<file path="src/rtl/disc_acq_pkg.sv">
// Shared definitions for the disc acquisition engine: FSM states and
// word-format helpers derived from the output width.
package disc_acq_pkg;

  typedef enum logic [2:0] {
    ST_IDLE,
    ST_ARM,
    ST_ACQ,
    ST_DRAIN,
    ST_DONE
  } acq_state_e;

  // Largest count value carried in a normal word (all-ones is reserved for overflow).
  function automatic int unsigned max_count(input int unsigned bits);
    return (32'd1 << (bits - 32'd1)) - 32'd2;
  endfunction

  // Overflow marker word: index flag 0, count field all ones.
  function automatic int unsigned ovf_word(input int unsigned bits);
    return (32'd1 << (bits - 32'd1)) - 32'd1;
  endfunction

endpackage

</file>
<file path="src/rtl/acq_fifo.sv">
// Show-ahead FIFO: the head word is visible on rdata_o whenever not empty,
// and reads as zero when empty.
module acq_fifo #(
  parameter int unsigned WIDTH = 16,
  parameter int unsigned DEPTH = 16
) (
  input  logic             clk_i,
  input  logic             rst_ni,
  input  logic             push_i,
  input  logic             pop_i,
  input  logic [WIDTH-1:0] wdata_i,
  output logic [WIDTH-1:0] rdata_o,
  output logic             full_o,
  output logic             empty_o
);

  localparam int unsigned AW = $clog2(DEPTH);

  logic [WIDTH-1:0] mem_q [DEPTH];
  logic [AW-1:0]    wr_ptr_q, rd_ptr_q;
  logic [AW:0]      count_q;
  logic             do_push, do_pop;

  assign empty_o = (count_q == '0);
  assign full_o  = (count_q == (AW+1)'(DEPTH));
  assign do_pop  = pop_i && !empty_o;
  // A pop in the same cycle frees the slot, so a push while full still lands.
  assign do_push = push_i && (!full_o || do_pop);
  assign rdata_o = empty_o ? '0 : mem_q[rd_ptr_q];

  always_ff @(posedge clk_i) begin
    if (do_push) mem_q[wr_ptr_q] <= wdata_i;
  end

  always_ff @(posedge clk_i or negedge rst_ni) begin
    if (!rst_ni) begin
      wr_ptr_q <= '0;
      rd_ptr_q <= '0;
      count_q  <= '0;
    end else begin
      if (do_push) wr_ptr_q <= wr_ptr_q + AW'(1);
      if (do_pop)  rd_ptr_q <= rd_ptr_q + AW'(1);
      unique case ({do_push, do_pop})
        2'b10:   count_q <= count_q + (AW+1)'(1);
        2'b01:   count_q <= count_q - (AW+1)'(1);
        default: count_q <= count_q;
      endcase
    end
  end

endmodule

</file>
<file path="src/rtl/disc_acq_engine.sv">
// Disc flux acquisition: times rddata/index edges with a gated counter and
// streams {index flag, count} words to RAM through a show-ahead FIFO.
module disc_acq_engine
  import disc_acq_pkg::*;
#(
  parameter int unsigned BITS       = 16,
  parameter int unsigned FIFO_DEPTH = 16,
  parameter int unsigned STOPW      = 8
) (
  input  logic             CLOCK,
  input  logic             RESET_N,
  input  logic             CLKEN,
  input  logic             START,
  input  logic             ABORT,
  input  logic             WAIT_INDEX,
  input  logic [STOPW-1:0] INDEX_STOP_COUNT,
  input  logic             FD_RDDATA_IN,
  input  logic             FD_INDEX_IN,
  input  logic             RAM_READY,
  output logic [BITS-1:0]  DATA,
  output logic             WRITE,
  output logic             BUSY,
  output logic             DONE,
  output logic             OVERRUN
);

  localparam int unsigned     CW       = BITS - 1;
  localparam logic [CW-1:0]   CNT_MAX  = CW'(max_count(BITS));
  localparam logic [BITS-1:0] OVF_WORD = BITS'(ovf_word(BITS));

  logic [1:0]       rd_sync_q, idx_sync_q;
  logic             rd_prev_q, idx_prev_q, idx_pulse_prev_q;
  logic             rd_pulse, idx_pulse, event_p, idx_flag, stop_hit;
  acq_state_e       state_q, state_d;
  logic [CW-1:0]    cnt_q, cnt_d;
  logic [STOPW-1:0] idx_cnt_q, idx_cnt_d, idx_cnt_inc, stop_q;
  logic             wait_idx_q, ovr_q, arm;
  logic             push, pop, fifo_full, fifo_empty;
  logic [BITS-1:0]  push_data;

  always_ff @(posedge CLOCK or negedge RESET_N) begin
    if (!RESET_N) begin
      rd_sync_q        <= '0;
      idx_sync_q       <= '0;
      rd_prev_q        <= 1'b0;
      idx_prev_q       <= 1'b0;
      idx_pulse_prev_q <= 1'b0;
    end else begin
      rd_sync_q        <= {rd_sync_q[0], FD_RDDATA_IN};
      idx_sync_q       <= {idx_sync_q[0], FD_INDEX_IN};
      rd_prev_q        <= rd_sync_q[1];
      idx_prev_q       <= idx_sync_q[1];
      idx_pulse_prev_q <= idx_pulse;
    end
  end

  assign rd_pulse    = rd_sync_q[1] & ~rd_prev_q;
  assign idx_pulse   = idx_sync_q[1] & ~idx_prev_q;
  assign event_p     = rd_pulse | idx_pulse;
  assign idx_flag    = idx_pulse | idx_pulse_prev_q;
  assign idx_cnt_inc = idx_cnt_q + STOPW'(1);
  assign stop_hit    = idx_pulse && (stop_q != '0) && (idx_cnt_inc == stop_q);

  always_ff @(posedge CLOCK or negedge RESET_N) begin
    if (!RESET_N) state_q <= ST_IDLE;
    else          state_q <= state_d;
  end

  always_comb begin
    state_d = state_q;
    unique case (state_q)
      ST_IDLE, ST_DONE: if (START) state_d = ST_ARM;
      ST_ARM: begin
        if (ABORT)                          state_d = ST_DRAIN;
        else if (!wait_idx_q || idx_pulse)  state_d = ST_ACQ;
      end
      ST_ACQ:   if (ABORT || stop_hit) state_d = ST_DRAIN;
      ST_DRAIN: if (fifo_empty) state_d = ST_DONE;
      default:  state_d = ST_IDLE;
    endcase
  end

  always_comb begin
    BUSY      = 1'b0;
    DONE      = 1'b0;
    arm       = 1'b0;
    push      = 1'b0;
    push_data = '0;
    cnt_d     = cnt_q;
    idx_cnt_d = idx_cnt_q;
    unique case (state_q)
      ST_IDLE, ST_DONE: begin
        DONE = (state_q == ST_DONE);
        if (START) begin
          arm       = 1'b1;
          cnt_d     = '0;
          idx_cnt_d = '0;
        end
      end
      ST_ARM, ST_DRAIN: BUSY = 1'b1;
      ST_ACQ: begin
        BUSY = 1'b1;
        // Abort suppresses any word this cycle; an edge outranks overflow.
        if (!ABORT) begin
          if (event_p) begin
            push      = 1'b1;
            push_data = {idx_flag, cnt_q};
            cnt_d     = '0;
            if (idx_pulse) idx_cnt_d = idx_cnt_inc;
          end else if (CLKEN) begin
            if (cnt_q == CNT_MAX) begin
              push      = 1'b1;
              push_data = OVF_WORD;
              cnt_d     = '0;
            end else begin
              cnt_d = cnt_q + CW'(1);
            end
          end
        end
      end
      default: ;
    endcase
  end

  always_ff @(posedge CLOCK or negedge RESET_N) begin
    if (!RESET_N) begin
      cnt_q      <= '0;
      idx_cnt_q  <= '0;
      stop_q     <= '0;
      wait_idx_q <= 1'b0;
      ovr_q      <= 1'b0;
    end else begin
      cnt_q     <= cnt_d;
      idx_cnt_q <= idx_cnt_d;
      if (arm) begin
        stop_q     <= INDEX_STOP_COUNT;
        wait_idx_q <= WAIT_INDEX;
        ovr_q      <= 1'b0;
      end else if (push && fifo_full && !pop) begin
        ovr_q <= 1'b1;
      end
    end
  end

  assign WRITE   = !fifo_empty;
  assign pop     = WRITE && RAM_READY;
  assign OVERRUN = ovr_q;

  acq_fifo #(
    .WIDTH (BITS),
    .DEPTH (FIFO_DEPTH)
  ) u_fifo (
    .clk_i   (CLOCK),
    .rst_ni  (RESET_N),
    .push_i  (push),
    .pop_i   (pop),
    .wdata_i (push_data),
    .rdata_o (DATA),
    .full_o  (fifo_full),
    .empty_o (fifo_empty)
  );

endmodule

</file>
<file path="config.mk">
export PLATFORM = sky130hd
export DESIGN_NAME = disc_acq_engine
export DESIGN_NICKNAME = d
export VERILOG_FILES = /design/src/rtl/disc_acq_pkg.sv /design/src/rtl/acq_fifo.sv /design/src/rtl/disc_acq_engine.sv
export SDC_FILE = /design/constraint.sdc
export NUM_CORES = 1
export LEC_CHECK = 0
export BUFFER_PORTS_ARGS = -buffer_cell sky130_fd_sc_hd__buf_2
export CAP_MARGIN = 20
export CORE_MARGIN = 2
export CORE_UTILIZATION = 60
export DETAILED_ROUTE_END_ITERATION = 8
export GPL_ROUTABILITY_DRIVEN = 0
export PLACE_DENSITY = 0.77
export SYNTH_ARGS = -nofsm -noshare
export SYNTH_HDL_FRONTEND = slang
export SYNTH_SLANG_ARGS = --single-unit
</file>
<file path="constraint.sdc">
create_clock -name CLOCK -period 9 [get_ports CLOCK]
set_input_delay 0.45 -clock CLOCK [delete_from_list [all_inputs] [get_ports CLOCK]]
set_output_delay 0.45 -clock CLOCK [all_outputs]
set_load 0.05 [all_outputs]
</file>
==> impl_metrics.ini <==
[grt]
grtUsageMet2_pct = 43.4
antenna_found_initial = 0
grt_pass1_vias = 7096
overflow = 0
grt_pass1_wl_um = 42300
gr-usage-met1_pct = 34.2
grt_usage_pct = 25.4
grt_use_met3_pct = 3.77
grt_max_degree = 57
busiest_layer = met2

[yosys]
synth_cell_types = 61
ys_top_cells_by_area = edfxtp_1 (59%), mux4_2 (14%), dfrtp_1 (11%)
seq_area_frac_synth_pct = 69.5
syn_area_per_cell_um2 = 18.5
synth_nets = 736
synth_top_area_share_pct = 58.8
yosys.area.top_type = edfxtp_1
yosys_register_bits = 312
synth_edf_count = 256
syn_inst = 707
synth_area_um2 = 13100
synth-async-reset-ratio_pct = 17.9
ys.flop_type = edfxtp_1
yosysWarnings = 0

[clock_network]
cts_inserted_buffers = 30
cts_setup_buffers = 0
post_cts_resized = 0
clock_latency_ns = 0.56
cts_root_buffer = clkbuf_16
clk_path_buf_depth = 3
cts_tree = done
htree_num_levels = 1
cts.clk_slew.worst_paths_ns = 0.07
clock_sinks = 312
ctsHoldBuffers = 2

[sta]
period_minus_slack_ns = 4.03
fin_crit_sh_pct = 44.8
setup_violations = 0
clock_skew_ns = 0.0135
rsz0062_at_grt = no
finalHoldViolCount = 0
fin_setup_tns_ns = 0
relSlewSlack_pct = 30.8
max_clock_freq_mhz = 248
worst-slew-pin-transition_ns = 1.03
final.setup.worst_slack_ns = 4.97
slew_violations = 0

[worst_setup_path]
crit_arrival_ns = 3.58
max_stage_delay_ns = 0.77
critPathSlowestCell = buf_4
critPathKind = register to output port
required_ns = 8.55
path_common_cell = mux4_2
crit_path_end_kind = output port
startpoint_type = register
crit_fanout = 44
cp_cell_sequence = buf_4 > mux4_2 > mux4_2 > and2_1 > buf_2

[drt]
wl_per_cell_um = 26.2
firstDrtPassIters = 5
vias = 6953
vias_per_cell = 6.52
drc_errors = 0
ant_nets = 0
routed_wl_um = 27900
first_iter_violations = 716

[place]
hpwl_um = 15600
place_area_um2 = 13600
numPortBuffers = 36
pre_cts_slack_ns = 5.20

[die]
core_area_um2 = 21600
num_io_pins = 37
fp-row-count = 54
die-area_um2 = 23000
start_util_pct = 60.5
die_x_um = 152
chipHeight_um = 152

[cells_and_area]
fillCellCount = 1377
synthToLayoutAreaGrowth_pct = 12.4
layout_commonest_cell = edfxtp_1
diodes = 0
final_area_um2 = 14700
fin_util_pct = 68.0
final_nets = 792
final_cell_mix = edfxtp_1 (256), mux4_2 (80), dfrtp_1 (53)
drive_above_1_share_pct = 27.6

[power]
power.density_nw_per_um2 = 307
vdd_drop_max_uv = 211
p_leak_nw = 5.02

[flow_run]
cap_violations = 0

[status]
status = finished clean

[min_path]
hold_class = input port to asynchronous set/reset pin
==> sequential cells by signal, indices dropped and copies added, names as in the netlist <==
signal and cells:
rd_prev_q 1, idx_cnt_q 8, idx_prev_q 1, rd_sync_q 2
cnt_q 15, idx_sync_q 2, stop_q 8, idx_pulse_prev_q 1
state_q 3, u_fifo.mem_q 256, u_fifo.rd_ptr_q 4, OVERRUN 1
wait_idx_q 1, u_fifo.count_q 5, u_fifo.wr_ptr_q 4
==> worst max-delay path, delay by kind of cell (launching register included) <==
kind,cells,cell delay [ns]
muxes,2,1.12
buffers and inverters,2,0.98
DFF,1,0.72
and+or+nand+nor,1,0.18
==> logic make-up after synthesis <==
family	after synthesis	share of synthesized area, %
flops	312	69.5
xor+xnor	27	1.81
fa+ha+maj	12	1.21
mux	94	15.1
compound gates	69	3.83
simple gates	148	7.12
buf+inv	45	1.42
==> stage by stage <==
step	instances	hold WS [ns]	total power [mW]
2_1_floorplan	707	0.154	2.96
3_3_place_gp	1008	0.334	3.22
3_5_place_dp	1008	0.335	3.28
4_1_cts	1065	0.0579	4.53
5_1_grt	1066	0.0943	4.72
6_report	1066	0.0427	4.52
==> cells in the mapped netlist (all sizes together) (5+ instances only) <==
master / count
edfxtp: 256
mux4: 80
dfrtp: 56
nor2: 23
xnor2: 23
clkbuf: 20
nand2: 20
o21ai: 20
and2: 19
buf: 15
o21a: 14
ha: 11
mux2: 11
inv: 10
nand3: 10
nand4: 9
and4b: 8
nor3: 8
nor4: 8
nor4b: 8
nand2b: 7
and4: 6
o31ai: 6
nor3b: 5
or4: 5
==> final cells by class <==
class                      count  area (um^2)  area share [%]
clock buffer                  33          782            5.32
timing repair buffer          59          378            2.57
sequential                   312         9090            61.9
clock inverter                22          226            1.54
multi-input combinational    350         3830            26.1
tap                          280          350            2.38
inverter                      10         37.5           0.255
==> worst paths after layout <==
kind	start	to	slack [ns]	depth (start not counted)
setup / recovery	u_fifo.rd_ptr_q[0]	DATA[7]	4.97	5
hold / removal	RESET_N	stop_q[1]	0.04	2
max in group asynchronous	RESET_N	u_fifo.rd_ptr_q[0]	8.40	2
hold reg to reg	rd_sync_q[0]	rd_sync_q[1]	0.35	0
min in group CLOCK	INDEX_STOP_COUNT[4]	stop_q[4]	0.13	2
setup reg to reg	u_fifo.count_q[1]	u_fifo.count_q[4]	5.22	11
==> power breakdown <==
group | switching [mW] | internal (mW)
clock | 0.520 | 0.741
sequential | 0.184 | 1.66
combinational | 0.776 | 0.639
total | 1.48 | 3.04
==> per-layer routing <==
layer / share of wire, % / vias up
met5: 0 / -
met4: 3.7 / 0
met2: 52 / 336
met1: 37 / 3565
li1: - / 2982
met3: 8.0 / 70
Note: power is estimated with default switching activity, not from simulation.
